[config.mk]
export PLATFORM = sky130hd
export DESIGN_NAME = spi_ram_bridge
export DESIGN_NICKNAME = d
export VERILOG_FILES = /design/src/rtl/spi_bridge_pkg.sv /design/src/rtl/spi_bridge_ram.sv /design/src/rtl/spi_ram_bridge.sv
export SDC_FILE = /design/constraint.sdc
export NUM_CORES = 2
export LEC_CHECK = 0
export BUFFER_PORTS_ARGS = -buffer_cell sky130_fd_sc_hd__buf_4
export CORE_ASPECT_RATIO = 1.4
export CORE_UTILIZATION = 25
export DETAILED_ROUTE_END_ITERATION = 10
export PLACE_DENSITY = 0.38
export SETUP_SLACK_MARGIN = 0.4
export SYNTH_ARGS = -nofsm -noshare
export SYNTH_HDL_FRONTEND = slang
export SYNTH_SLANG_ARGS = --single-unit
[constraint.sdc]
create_clock -name clk -period 4.62 [get_ports clk]
set_input_delay 0.462 -clock clk [delete_from_list [all_inputs] [get_ports clk]]
set_output_delay 0.462 -clock clk [all_outputs]
set_load 0.05 [all_outputs]
[src/rtl/spi_bridge_pkg.sv]
// Shared command/state encodings for the SPI-to-RAM bridge.
package spi_bridge_pkg;

    typedef enum logic [1:0] {
        CMD_WR_ADDR = 2'b00,
        CMD_WR_DATA = 2'b01,
        CMD_RD_ADDR = 2'b10,
        CMD_RD_DATA = 2'b11
    } cmd_t;

    typedef enum logic [2:0] {
        IDLE,
        CMD,
        WR_ADDR,
        WR_DATA,
        RD_ADDR,
        RD_WAIT,
        RD_DATA,
        DONE
    } state_t;

    function automatic int max_int(input int a, input int b);
        return (a > b) ? a : b;
    endfunction

endpackage

[src/rtl/spi_bridge_ram.sv]
// Synchronous single-port RAM, read-first, one-cycle registered read, no reset.
module spi_bridge_ram #(
    parameter int DATA_W = 8,
    parameter int DEPTH  = 256,
    localparam int ADDR_W = $clog2(DEPTH)
) (
    input  logic              clk,
    input  logic              en_i,
    input  logic              we_i,
    input  logic [ADDR_W-1:0] addr_i,
    input  logic [DATA_W-1:0] wdata_i,
    output logic [DATA_W-1:0] rdata_o
);

    logic [DATA_W-1:0] mem_q [DEPTH];
    logic [DATA_W-1:0] rdata_q;

    always_ff @(posedge clk) begin
        if (en_i) begin
            rdata_q <= mem_q[addr_i];
            if (we_i) begin
                mem_q[addr_i] <= wdata_i;
            end
        end
    end

    assign rdata_o = rdata_q;

endmodule

[src/rtl/spi_ram_bridge.sv]
// Bit-serial SPI slave giving a host burst read/write access to an on-chip RAM.
module spi_ram_bridge
    import spi_bridge_pkg::*;
#(
    parameter int DATA_W   = 8,
    parameter int DEPTH    = 256,
    parameter int BURST_EN = 1,
    localparam int ADDR_W  = $clog2(DEPTH)
) (
    input  logic clk,
    input  logic rst,
    input  logic SS_n,
    input  logic MOSI,
    output logic MISO,
    output logic busy,
    output logic wr_stb
);

    localparam int RX_W  = max_int(DATA_W, ADDR_W);
    localparam int CNT_W = $clog2(RX_W);
    localparam logic [CNT_W-1:0] DATA_LAST   = CNT_W'(DATA_W - 1);
    localparam logic [CNT_W-1:0] PREFETCH_AT = CNT_W'(DATA_W - 2);
    localparam logic [CNT_W-1:0] ADDR_LAST   = CNT_W'(ADDR_W - 1);

    state_t            state_q, state_d;
    logic              cmd_hi_q, cmd_hi_d;
    logic [CNT_W-1:0]  cnt_q, cnt_d;
    logic [RX_W-2:0]   rx_q, rx_d;
    logic [DATA_W-1:0] tx_q, tx_d;
    logic [ADDR_W-1:0] wr_addr_q, wr_addr_d;
    logic [ADDR_W-1:0] rd_addr_q, rd_addr_d;
    logic              wr_stb_q, wr_stb_d;

    logic [RX_W-1:0]   rx_shift;
    logic              ram_en, ram_we;
    logic [ADDR_W-1:0] ram_addr;
    logic [DATA_W-1:0] ram_rdata;

    assign rx_shift = {rx_q, MOSI};

    always_comb begin
        state_d   = state_q;
        cmd_hi_d  = cmd_hi_q;
        cnt_d     = cnt_q;
        rx_d      = rx_q;
        tx_d      = tx_q;
        wr_addr_d = wr_addr_q;
        rd_addr_d = rd_addr_q;
        wr_stb_d  = 1'b0;
        ram_en    = 1'b0;
        ram_we    = 1'b0;
        ram_addr  = rd_addr_q;

        // Deselect aborts any frame; partial words are simply dropped.
        if (SS_n) begin
            state_d = IDLE;
            cnt_d   = '0;
        end else begin
            case (state_q)
                IDLE: begin
                    cmd_hi_d = MOSI;
                    state_d  = CMD;
                end
                CMD: begin
                    cnt_d = '0;
                    case (cmd_t'({cmd_hi_q, MOSI}))
                        CMD_WR_ADDR: state_d = WR_ADDR;
                        CMD_WR_DATA: state_d = WR_DATA;
                        CMD_RD_ADDR: state_d = RD_ADDR;
                        CMD_RD_DATA: state_d = RD_WAIT;
                        default:     state_d = DONE;
                    endcase
                end
                WR_ADDR, RD_ADDR: begin
                    rx_d  = rx_shift[RX_W-2:0];
                    cnt_d = cnt_q + 1'b1;
                    if (cnt_q == ADDR_LAST) begin
                        if (state_q == WR_ADDR) begin
                            wr_addr_d = rx_shift[ADDR_W-1:0];
                        end else begin
                            rd_addr_d = rx_shift[ADDR_W-1:0];
                        end
                        cnt_d   = '0;
                        state_d = DONE;
                    end
                end
                WR_DATA: begin
                    rx_d  = rx_shift[RX_W-2:0];
                    cnt_d = cnt_q + 1'b1;
                    if (cnt_q == DATA_LAST) begin
                        ram_en    = 1'b1;
                        ram_we    = 1'b1;
                        ram_addr  = wr_addr_q;
                        wr_stb_d  = 1'b1;
                        wr_addr_d = wr_addr_q + 1'b1;
                        cnt_d     = '0;
                        if (BURST_EN == 0) begin
                            state_d = DONE;
                        end
                    end
                end
                RD_WAIT: begin
                    if (cnt_q == '0) begin
                        ram_en = 1'b1;
                        cnt_d  = CNT_W'(1);
                    end else begin
                        tx_d      = ram_rdata;
                        rd_addr_d = rd_addr_q + 1'b1;
                        cnt_d     = '0;
                        state_d   = RD_DATA;
                    end
                end
                RD_DATA: begin
                    tx_d  = {tx_q[DATA_W-2:0], 1'b0};
                    cnt_d = cnt_q + 1'b1;
                    // Fetch the next word one bit early so a burst has no gap.
                    if (cnt_q == PREFETCH_AT) begin
                        ram_en = 1'b1;
                    end
                    if (cnt_q == DATA_LAST) begin
                        cnt_d = '0;
                        if (BURST_EN != 0) begin
                            tx_d      = ram_rdata;
                            rd_addr_d = rd_addr_q + 1'b1;
                        end else begin
                            state_d = DONE;
                        end
                    end
                end
                default: begin
                    state_d = state_q;
                end
            endcase
        end
    end

    always_ff @(posedge clk) begin
        if (rst) begin
            state_q   <= IDLE;
            cmd_hi_q  <= 1'b0;
            cnt_q     <= '0;
            rx_q      <= '0;
            tx_q      <= '0;
            wr_addr_q <= '0;
            rd_addr_q <= '0;
            wr_stb_q  <= 1'b0;
        end else begin
            state_q   <= state_d;
            cmd_hi_q  <= cmd_hi_d;
            cnt_q     <= cnt_d;
            rx_q      <= rx_d;
            tx_q      <= tx_d;
            wr_addr_q <= wr_addr_d;
            rd_addr_q <= rd_addr_d;
            wr_stb_q  <= wr_stb_d;
        end
    end

    spi_bridge_ram #(
        .DATA_W (DATA_W),
        .DEPTH  (DEPTH)
    ) u_ram (
        .clk     (clk),
        .en_i    (ram_en && !rst),
        .we_i    (ram_we && !rst),
        .addr_i  (ram_addr),
        .wdata_i (rx_shift[DATA_W-1:0]),
        .rdata_o (ram_rdata)
    );

    assign MISO   = (state_q == RD_DATA) && tx_q[DATA_W-1];
    assign busy   = (state_q != IDLE);
    assign wr_stb = wr_stb_q;

endmodule
==> results_dict.tcl <==
set metrics [dict create \
    status "completed" \
    netlist_instances 5964 \
    initial_utilization_pct 25.12 \
    place_inst 10320 \
    insertion_delay_ns 0.88 \
    dieWidth_um 491.5 \
    cts_buffer_depth 4 \
    use_met2_pct 32.72 \
    p_leak_uw 0.02870 \
    synth_commonest_cells "edfxtp_1 (2056), o21ai_0 (1998), a41oi_1 (544)" \
    synthFlopType "edfxtp_1" \
    drc_errors 0 \
    yosysUniqueCellTypes 53 \
    placed_area_sq_um 92150 \
    crit_fanout 126 \
    netlist.area_leader.share_pct 73.62 \
    routabilityCongestion 0.7930 \
    ctsHtreeMaxLevel 4 \
    cp_slowest_stage_delay_ns 0.50 \
    syn_to_final_growth_pct 20.38 \
    yosysSeqAreaShare_pct 74.55 \
    worst_clock_skew_ns 0.05934 \
    ir_drop_mv 0.2710 \
    fp.dieH_um 687.3 \
    finalHoldViolCount 0 \
    synth_warnings 0 \
    endpoint_kind "flop" \
    track_usage_pct 18.35 \
    syn_avg_cell_area_sq_um 14.06 \
    crit_path_top_delay_cell "or4_1" \
    portBuffers 6 \
    fp.dieArea_sq_um 337800 \
    worst_slew_pin_slew_ns 1.237 \
    grt_pass1_wl_mm 448.9 \
    viasPerCell 5.277 \
    wirelength_mm 324.7 \
    num_vias 56690 \
    avgRoutedWirePerCell_um 30.23 \
    grt.overflow.total 0 \
    final_max_slew_viol_count 0 \
    cts-root-buf "clkbuf_16" \
    cts_tree "built" \
    startpoint_type "flop" \
    critPathKind "reg -> reg" \
    fin_area_sq_um 101000 \
    cap_violations 0 \
    place_ws_ns -0.5044 \
    hold_path.class "in -> reg" \
    layout.nets 6158 \
    finish.utilization_pct 30.24 \
    post-route-min-period_ns 4.314 \
    dp_hpwl_mm 185.8 \
    path_cells "ha_1, ha_4, nor2b_4, buf_6, a21oi_4, buf_12, o21ai_0, a41oi_1, o41ai_2, buf_4, a41oi_1, buf_4, or4_1" \
    setup_viol 0 \
    grt_pass1_vias 56410 \
    fin_crit_sh_pct 93.38 \
    yosys.area.top_type "edfxtp_1" \
    grt_max_degree 171 \
    crit_family "compound AO/OA/AOI/OAI gates" \
    core_area_sq_um 333800 \
    io_pins 7 \
    synth_area_sq_um 83860 \
    synth-edff-count 2056 \
    critPathRequiredTime_ns 5.25 \
    powerDensity_nw_per_um2 379.3 \
    syn-num-nets 5974 \
    rows 251 \
    path_clk_slew_ns 0.06 \
    synth_seq_cells 2095 \
    drtIter0Drc 5016 \
    cts_buffers 214 \
    rsz0062_at_grt "yes" \
    ant_nets 0 \
    firstDrtPassIters 8 \
    synthTopCellsByArea "edfxtp_1 (74%), o21ai_0 (12%), a41oi_1 (5.7%), clkbuf_1 (2.3%), o41ai_1 (1.3%)" \
    busiest_layer "met2" \
    fmax_mhz 231.8 \
    arrival_ns 4.94 \
    drive_above_1_share_pct 16.40 \
    numClockSinks 2095 \
    max_slew_margin_pct 16.92 \
    reg2reg_slack_ns 0.31 \
    cp_num_buf_inv 4 \
    antenna_found_initial 15 \
    setup_ws_ns 0.3057 \
    grt_util_met3_pct 1.775 \
    final_cells 10740 \
    async_flop_share_pct 0 \
    grt_use_met1_pct 23.40 \
    synth.most_common_cell "edfxtp_1" \
]
==> what timing repair did <==
| item | in CTS | in global routing |
|---|---|---|
| hold endpoints to repair | 19 | 0 |
| pin swaps | 19 | 17 |
| resized for setup | 115 | 135 |
| buffers inserted | 7 | 4 |
| hold buffers | 3 | 0 |
| gates cloned | 8 | 13 |
| endpoints found under the setup margin | 407 | 251 |
==> metrics by stage <==
step | hold slack, ns | total power (uW) | TNS (ns)
floorplan | 0.4458 | 21040 | 0
global placement | 0.4571 | 21130 | -2.196
detailed placement | 0.4662 | 21130 | -2.108
CTS | 0.05912 | 38730 | 0
global route | 0.07334 | 39280 | 0
finish | 0.1058 | 38300 | 0
==> sequential cells by signal (all words and copies together), names as in the netlist <==
register	count
cmd_hi_q	1
cnt_q	3
rd_addr_q	8
rx_q	7
state_q	3
tx_q	8
u_ram.mem_q	2048
u_ram.rdata_o	8
wr_addr_q	8
wr_stb	1
==> cell type report <==
type | count | area (sq um)
Clock inverter | 129 | 1292
Multi-Input combinational cell | 3270 | 20150
Antenna cell | 3 | 7.507
Sequential cell | 2095 | 62550
Fill cell | 33090 | 232900
Inverter | 7 | 26.28
Clock buffer | 251 | 5515
Timing Repair Buffer | 560 | 5873
Tap cell | 4427 | 5539
==> cells by family (layout without fill, tap and decap cells) <==
logic type,Yosys count,after routing,share of synthesized area [%]
other,0,3,0
AOI/OAI and AO/OA,2812,2812,19.98
muxes,16,16,0.1910
DFF,2095,2095,74.55
adders and majority gates,6,6,0.08952
buffers and inverters,599,947,2.929
and+or+nand+nor,436,436,2.254
==> placed cells by master (no fill, tap or decap), types with 52 or more instances in the layout <==
cell,n
clkbuf_16,227
a41oi_1,501
o21ai_1,103
buf_12,77
o41ai_2,52
buf_4,425
o41ai_1,64
o21ai_0,1958
edfxtp_1,2056
nor2_1,279
==> where the power goes <==
part,switching [uW],internal [uW]
clock network,7590,9980
registers,4.77,20600
logic,109,27.1
==> layer usage <==
layer,vias up,wire [um]
met5,-,13
li1,24350,-
met2,1853,166100
met4,2,9085
met3,420,14650
met1,30060,134900
==> final timing paths <==
path / depth (start not counted) / to / startpoint
max: 13 / u_ram.rdata_o[5]$_DFFE_PP_ / cnt_q[0]$_SDFFE_PP0P_
min: 1 / u_ram.mem_q[219][0]$_DFFE_PP_ / MOSI
max reg2reg: 13 / u_ram.rdata_o[5]$_DFFE_PP_ / cnt_q[0]$_SDFFE_PP0P_
min reg2reg: 2 / tx_q[0]$_SDFFE_PP0P_ / tx_q[0]$_SDFFE_PP0P_
Power figures use the tool's default switching activity.
